**config.mk**
```make
export PLATFORM = sky130hd
export DESIGN_NAME = alu_seq_multiplier
export DESIGN_NICKNAME = d
export VERILOG_FILES = /design/src/rtl/alu_seq_multiplier.sv
export SDC_FILE = /design/constraint.sdc
export NUM_CORES = 1
export LEC_CHECK = 0
export ABC_AREA = 1
export BUFFER_PORTS_ARGS = -buffer_cell sky130_fd_sc_hd__buf_2
export CORE_MARGIN = 3
export CORE_UTILIZATION = 34
export CTS_BUF_LIST = sky130_fd_sc_hd__clkbuf_4 sky130_fd_sc_hd__clkbuf_8
export DETAILED_ROUTE_END_ITERATION = 12
export GPL_TIMING_DRIVEN = 0
export MAX_ROUTING_LAYER = met4
export PLACE_DENSITY = 0.7
export SYNTH_ARGS = -nofsm -noshare
export SYNTH_HDL_FRONTEND = slang
export SYNTH_SLANG_ARGS = --single-unit
export TNS_END_PERCENT = 30
```
**constraint.sdc**
```tcl
create_clock -name clk -period 1.4 [get_ports clk]
set_input_delay 0.42 -clock clk [delete_from_list [all_inputs] [get_ports clk]]
set_output_delay 0.42 -clock clk [all_outputs]
set_load 0.02 [all_outputs]
```
**src/rtl/alu_seq_multiplier.sv**
```systemverilog
// alu_seq_multiplier: multi-cycle WIDTHxWIDTH multiplier (unsigned add-shift / signed radix-2 Booth)
// driving an external shared ripple adder; one iteration per clock, product registered in DONE.
module alu_seq_multiplier #(
    parameter int WIDTH = 32,
    parameter int CNT_W = 6
) (
    input  logic                 clk,
    input  logic                 rst_n,
    input  logic                 req_valid,
    output logic                 req_ready,
    input  logic                 req_signed,
    input  logic [WIDTH-1:0]     req_a,
    input  logic [WIDTH-1:0]     req_b,
    output logic                 res_valid,
    input  logic                 res_ready,
    output logic [2*WIDTH-1:0]   res_product,
    output logic [WIDTH-1:0]     add_a,
    output logic [WIDTH-1:0]     add_b,
    output logic                 add_en,
    input  logic [WIDTH-1:0]     add_sum,
    input  logic                 add_cout
);
    typedef enum logic [1:0] {IDLE, RUN, DONE} state_t;

    state_t             state_q, state_d;
    logic [WIDTH-1:0]   a_q, a_d, q_q, q_d, m_q, m_d;
    logic               q1_q, q1_d, mode_q, mode_d;
    logic [CNT_W-1:0]   cnt_q, cnt_d;
    logic               res_valid_q, res_valid_d;
    logic [2*WIDTH-1:0] prod_q, prod_d;
    logic               run, do_add, do_sub, top;
    logic [WIDTH-1:0]   beff;

    always_comb begin
        run    = state_q == RUN;
        do_add = mode_q ? (~q_q[0] & q1_q) : q_q[0];
        do_sub = mode_q & q_q[0] & ~q1_q;
        add_a  = run ? a_q : '0;
        add_b  = (run & (do_add | do_sub)) ? m_q : '0;
        add_en = run & do_sub;
        beff   = add_en ? ~add_b : add_b;
        // true sign of the WIDTH+1-bit sum, so M = -2^(WIDTH-1) cannot overflow
        top    = mode_q ? (a_q[WIDTH-1] ^ beff[WIDTH-1] ^ add_cout) : add_cout;
    end

    always_comb begin
        state_d     = state_q;
        a_d         = a_q;
        q_d         = q_q;
        q1_d        = q1_q;
        m_d         = m_q;
        mode_d      = mode_q;
        cnt_d       = cnt_q;
        res_valid_d = res_valid_q;
        prod_d      = prod_q;
        case (state_q)
            IDLE: if (req_valid) begin
                state_d = RUN;
                m_d     = req_a;
                q_d     = req_b;
                mode_d  = req_signed;
                a_d     = '0;
                q1_d    = 1'b0;
                cnt_d   = '0;
            end
            RUN: begin
                {a_d, q_d, q1_d} = {top, add_sum, q_q};
                cnt_d            = cnt_q + CNT_W'(1);
                state_d          = (cnt_q == CNT_W'(WIDTH - 1)) ? DONE : RUN;
            end
            DONE: if (!res_valid_q) begin
                res_valid_d = 1'b1;
                prod_d      = {a_q, q_q};
            end else if (res_ready) begin
                res_valid_d = 1'b0;
                prod_d      = '0;
                state_d     = IDLE;
            end
            default: state_d = IDLE;
        endcase
    end

    always_ff @(posedge clk or negedge rst_n) begin
        if (!rst_n) begin
            state_q     <= IDLE;
            a_q         <= '0;
            q_q         <= '0;
            q1_q        <= 1'b0;
            m_q         <= '0;
            mode_q      <= 1'b0;
            cnt_q       <= '0;
            res_valid_q <= 1'b0;
            prod_q      <= '0;
        end else begin
            state_q     <= state_d;
            a_q         <= a_d;
            q_q         <= q_d;
            q1_q        <= q1_d;
            m_q         <= m_d;
            mode_q      <= mode_d;
            cnt_q       <= cnt_d;
            res_valid_q <= res_valid_d;
            prod_q      <= prod_d;
        end
    end

    assign req_ready   = state_q == IDLE;
    assign res_valid   = res_valid_q;
    assign res_product = prod_q;
endmodule

```
Word-level counts from Yosys, hierarchy flattened
Index checks and enable logic that the tools add are counted.
{"block": "word_totals", "reg_bits": 171, "inputBits": 102, "output_inout_bits": 131, "elab_cells": 56}
{"block": "classes", "addsub": 1, "eq_ne": 7, "muxes": 22, "n_bitwise": 11, "reduce_logical": 6}
{"cell": "$mux W32", "count": 5}
{"cell": "$mux W64", "count": 2}
{"cell": "$pmux W32 S2", "count": 2}
{"cell": "$not A32 Y32", "count": 1}
{"cell": "$pmux W6 S2", "count": 1}
{"cell": "$mux W2", "count": 4}
{"cell": "$ne A2 B2 Y1 const B", "count": 4}
{"cell": "$add A6 B1 Y6 const B", "count": 1}
{"cell": "$eq A6 B5 Y1 const B", "count": 1}
{"cell": "$mux W6", "count": 1}
{"cell": "$pmux W2 S3", "count": 1}
{"cell": "$reduce_and A2 Y1", "count": 3}
{"cell": "$and A1 B1 Y1", "count": 5}
{"cell": "$mux W1", "count": 5}
{"cell": "$reduce_and A3 Y1", "count": 1}
{"cell": "$eq A2 B1 Y1 const B", "count": 1}
{"cell": "$eq A2 B2 Y1 const B", "count": 1}
{"cell": "$logic_not A2 Y1", "count": 1}
{"cell": "$not A1 Y1", "count": 2}
{"cell": "$pmux W1 S2", "count": 1}
{"cell": "$reduce_bool A2 Y1", "count": 1}
{"cell": "$xor A1 B1 Y1", "count": 2}
{"cell": "$or A1 B1 Y1", "count": 1}

Logic depth before layout (Yosys ltp)
{"block": "depth", "depth_word": 12, "mapped_depth": 10, "mapped_depth_nobuf": 10}

Worst setup path before layout
Ideal clock, no wire load.
{"block": "synth_path", "path_kind": "reg2out", "from": "register state_q[1]", "to": "output port add_a[10]", "arrival_ns": 1.267, "t_required_ns": 0.980, "slack_ns": -0.287, "path_stages_with_launch": 6, "n_path_buf": 2, "cell_sequence": "dfrtp_1 > nor2_4 > inv_2 > buf_2 > clkbuf_1 > nor2_1"}
{"block": "synth_via", "elab_chain_len": 2}
{"element": "start: declaration", "line": "25", "text": "state_t state_q, state_d;"}
{"element": "start signal: assignment", "line": "95", "text": "state_q <= state_d;"}
{"element": "$eq A2 B1 Y1", "line": "35", "text": "run = state_q == RUN;"}
{"element": "$mux W32", "line": "38", "text": "add_a = run ? a_q : '0;"}
{"element": "end: declaration", "line": "17", "text": "output logic [WIDTH-1:0] add_a,"}
No other way between the ends.

Worst setup path in the final report
Same ends and word-level chain as after synthesis.

==> impl_metrics.tcl <==
set metrics [dict create \
    status "finished, violations left" \
    violations "negative hold slack, negative setup slack" \
    avgSynthCellArea_um2 9.050 \
    cts_root_buf "clkbuf_8" \
    startpoint_type "register" \
    io_pins 233 \
    globalRouteOverflowTotal 0 \
    die_w_um 151.0 \
    crit_start "state_q[1]$_DFFE_PN0P_" \
    grt_max_degree 100 \
    reg2regPathDepth 6 \
    clk_latency_ps 450 \
    drv_slew 0 \
    cts_buffers 17 \
    yosysTopAreaCell "dfrtp_1" \
    first_pass_iters 5 \
    antenna_found_initial 2 \
    viasPerCell 4.665 \
    multiInputGateArea_um2 2459 \
    grt_pass1_vias 6302 \
    rr_endpoint "m_q[12]$_DFFE_PN0P_" \
    routabilityCongestion 0.8043 \
    fillers 1859 \
    hp-class "primary input to asynchronous set/reset pin" \
    num_rows 52 \
    synth_warnings 0 \
    drtIter0Drc 239 \
    cp.required_ps 980 \
    via_count 6242 \
    seqCellArea_um2 4280 \
    io_buffers 232 \
    drc 0 \
    synth_seq_cells 171 \
    reg2reg_from "state_q[1]$_DFFE_PN0P_" \
    setup_viol 223 \
    synth-seq-area-share 0.5985 \
    synthesis.area_um2 7149 \
    syn_inst 790 \
    cp.arrival_ps 1730 \
    setup_ws_ps -750.4 \
    fin_crit_ps 2150 \
    cts-htree-levels 4 \
    die-area_um2 22800 \
    wire_per_inst_um 15.60 \
    grt_first_pass_wirelength_um 32690 \
    worstSetupEndpointType "primary output" \
    r2r_slack_ps -200 \
    powerDensity_nw_per_um2 2343 \
    fin_util 0.5072 \
    rsz0062_at_grt "yes" \
    place_area_um2 9251 \
    dp_hpwl_um 14530 \
    fin_skew_ps 14.52 \
    worstMarginPinSlew_ps 572.1 \
    synth_top_area_frac 0.5985 \
    maxCapViolCount 0 \
    whs_ps -88.88 \
    cts_num_sinks 171 \
    path_clk_slew_ps 90 \
    stdcell_area_um2 10360 \
    die_height_um 151.0 \
    core_area_um2 20430 \
    finalHoldViolCount 72 \
    p_leak_nw 5.321 \
    max_freq_mhz 465.0 \
    synthDistinctLibCells 26 \
    timing.slew.headroom 0.6186 \
    antenna_left 0 \
    layout-drive-gt1-share 0.3715 \
    clockBufferDepth 2 \
    final.period_utilization 1.536 \
    nNetsFinal 1156 \
    syn-num-nets 893 \
    wirelength_um 20880 \
    critPathKind "register to primary output" \
    start_util 0.3500 \
    peakVddDrop_mv 0.9475 \
    area_growth_syn_to_layout_pct 44.94 \
    grt_usage 0.1887 \
    cts_tree "built" \
    synthTopCellsByArea "dfrtp_1 (60%), inv_1 (8.8%), o22ai_1 (6.8%)" \
    crit_fanout 9 \
]
## stage by stage
step                      worst slack, ps  cells  hold slack, ps  power (mW)  setup TNS [ps]
after floorplan                    -132.3    790           124.4       15.88          -14410
after global placement              -2837   1292           493.1       18.94         -542940
after detailed placement           -411.0   1293           419.5       19.22          -54190
after CTS                          -802.4   1334          -88.34       24.15          -66310
after global routing               -882.1   1338          -101.4       26.01          -88930
final                              -750.4   1338          -88.88       24.27          -61530
## layout make-up
cell class | count | share of cell area
multi-input combinational | 403 | 0.2373
inverter | 171 | 0.06194
clock inverter | 13 | 0.01026
clock buffer | 19 | 0.02403
timing repair buffer | 244 | 0.1734
buffer | 45 | 0.04697
tap | 270 | 0.03260
sequential | 171 | 0.4131
antenna | 2 | 0.0004830
## placed cells by master, fill, tap and decap left out, types with 20 or more instances in the layout
master    synthesis  layout
o21ai_1          28      28
dfrtp_1         171     170
inv_1           167     166
clkbuf_8          0      20
buf_6             7      82
nand2_1         109     108
buf_2            21     151
o22ai_1          78      78
o21ai_0          59      59
nor2_4            1      63
buf_4             5      33
## registers in the layout, summed over array words and instances, names as in the netlist
name and count:
res_product 64, a_q 32, m_q 32, q_q 32, cnt_q 6, state_q 2, mode_q 1, q1_q 1
res_valid 1
## kinds of logic (layout without fill, tap and decap cells)
kind of cell             Yosys count  in the layout  share of synthesized area
buffers and inverters            216            492                     0.1271
AND/OR/NAND/NOR                  203            203                     0.1117
AO/OA/AOI/OAI                    199            199                     0.1610
flip-flops                       171            171                     0.5985
adder cells (fa/ha/maj)            1              1                   0.001750
other                              0              2                          0
## worst max-delay path, stage by stage (launching register included)
cell and delay, ps:
dfrtp_1 430, nor2_4 200, inv_2 70, buf_12 150, clkbuf_16 170, nor2_4 120, buf_6 120
## what timing repair did
| item | CTS | global route |
|---|---|---|
| cloned | 3 | 1 |
| gates resized for setup | 157 | 46 |
| setup endpoints to repair | 299 | 296 |
| endpoints found under the hold margin | 72 | 72 |
| buffers inserted | 6 | 1 |
| pin swaps | 1 | 1 |
## power by group
part           internal, mW  leakage, nW  switching, mW
clock                  1.30        0.169           1.92
sequential             7.03         1.85           1.03
combinational          5.46         3.30           7.53
## worst max-delay path by stage
stage                              end  slack, ps  depth (start not counted)
floorplan                    add_a[10]       -130                          6
global placement    a_q[6]$_DFFE_PN0P_      -2840                          1
detailed placement           add_a[31]       -410                          7
CTS                          add_a[10]       -800                          6
global route                 add_a[10]       -880                          6
finish                       add_a[10]       -750                          6
## cells in the mapped netlist, drive strengths merged
master  instances
a21oi          15
nand2         110
a221oi          1
ha              1
nand4           1
a31oi           1
buf            33
nor2           79
o22ai          78
o21ai          87
dfrtp         171
o31ai           1
clkbuf         12
inv           171
a22o            1
a22oi          15
nand3          13
## layer usage
| metal | track usage | wire length [um] | up-vias |
|---|---|---|---|
| met4 | 0.04533 | 226 | 0 |
| li1 | - | - | 3044 |
| met5 | - | 0 | - |
| met3 | 0.04399 | 1324 | 20 |
| met1 | 0.2501 | 9171 | 2975 |
| met2 | 0.2963 | 10150 | 203 |
No activity file was read; power rests on OpenSTA's default activity.
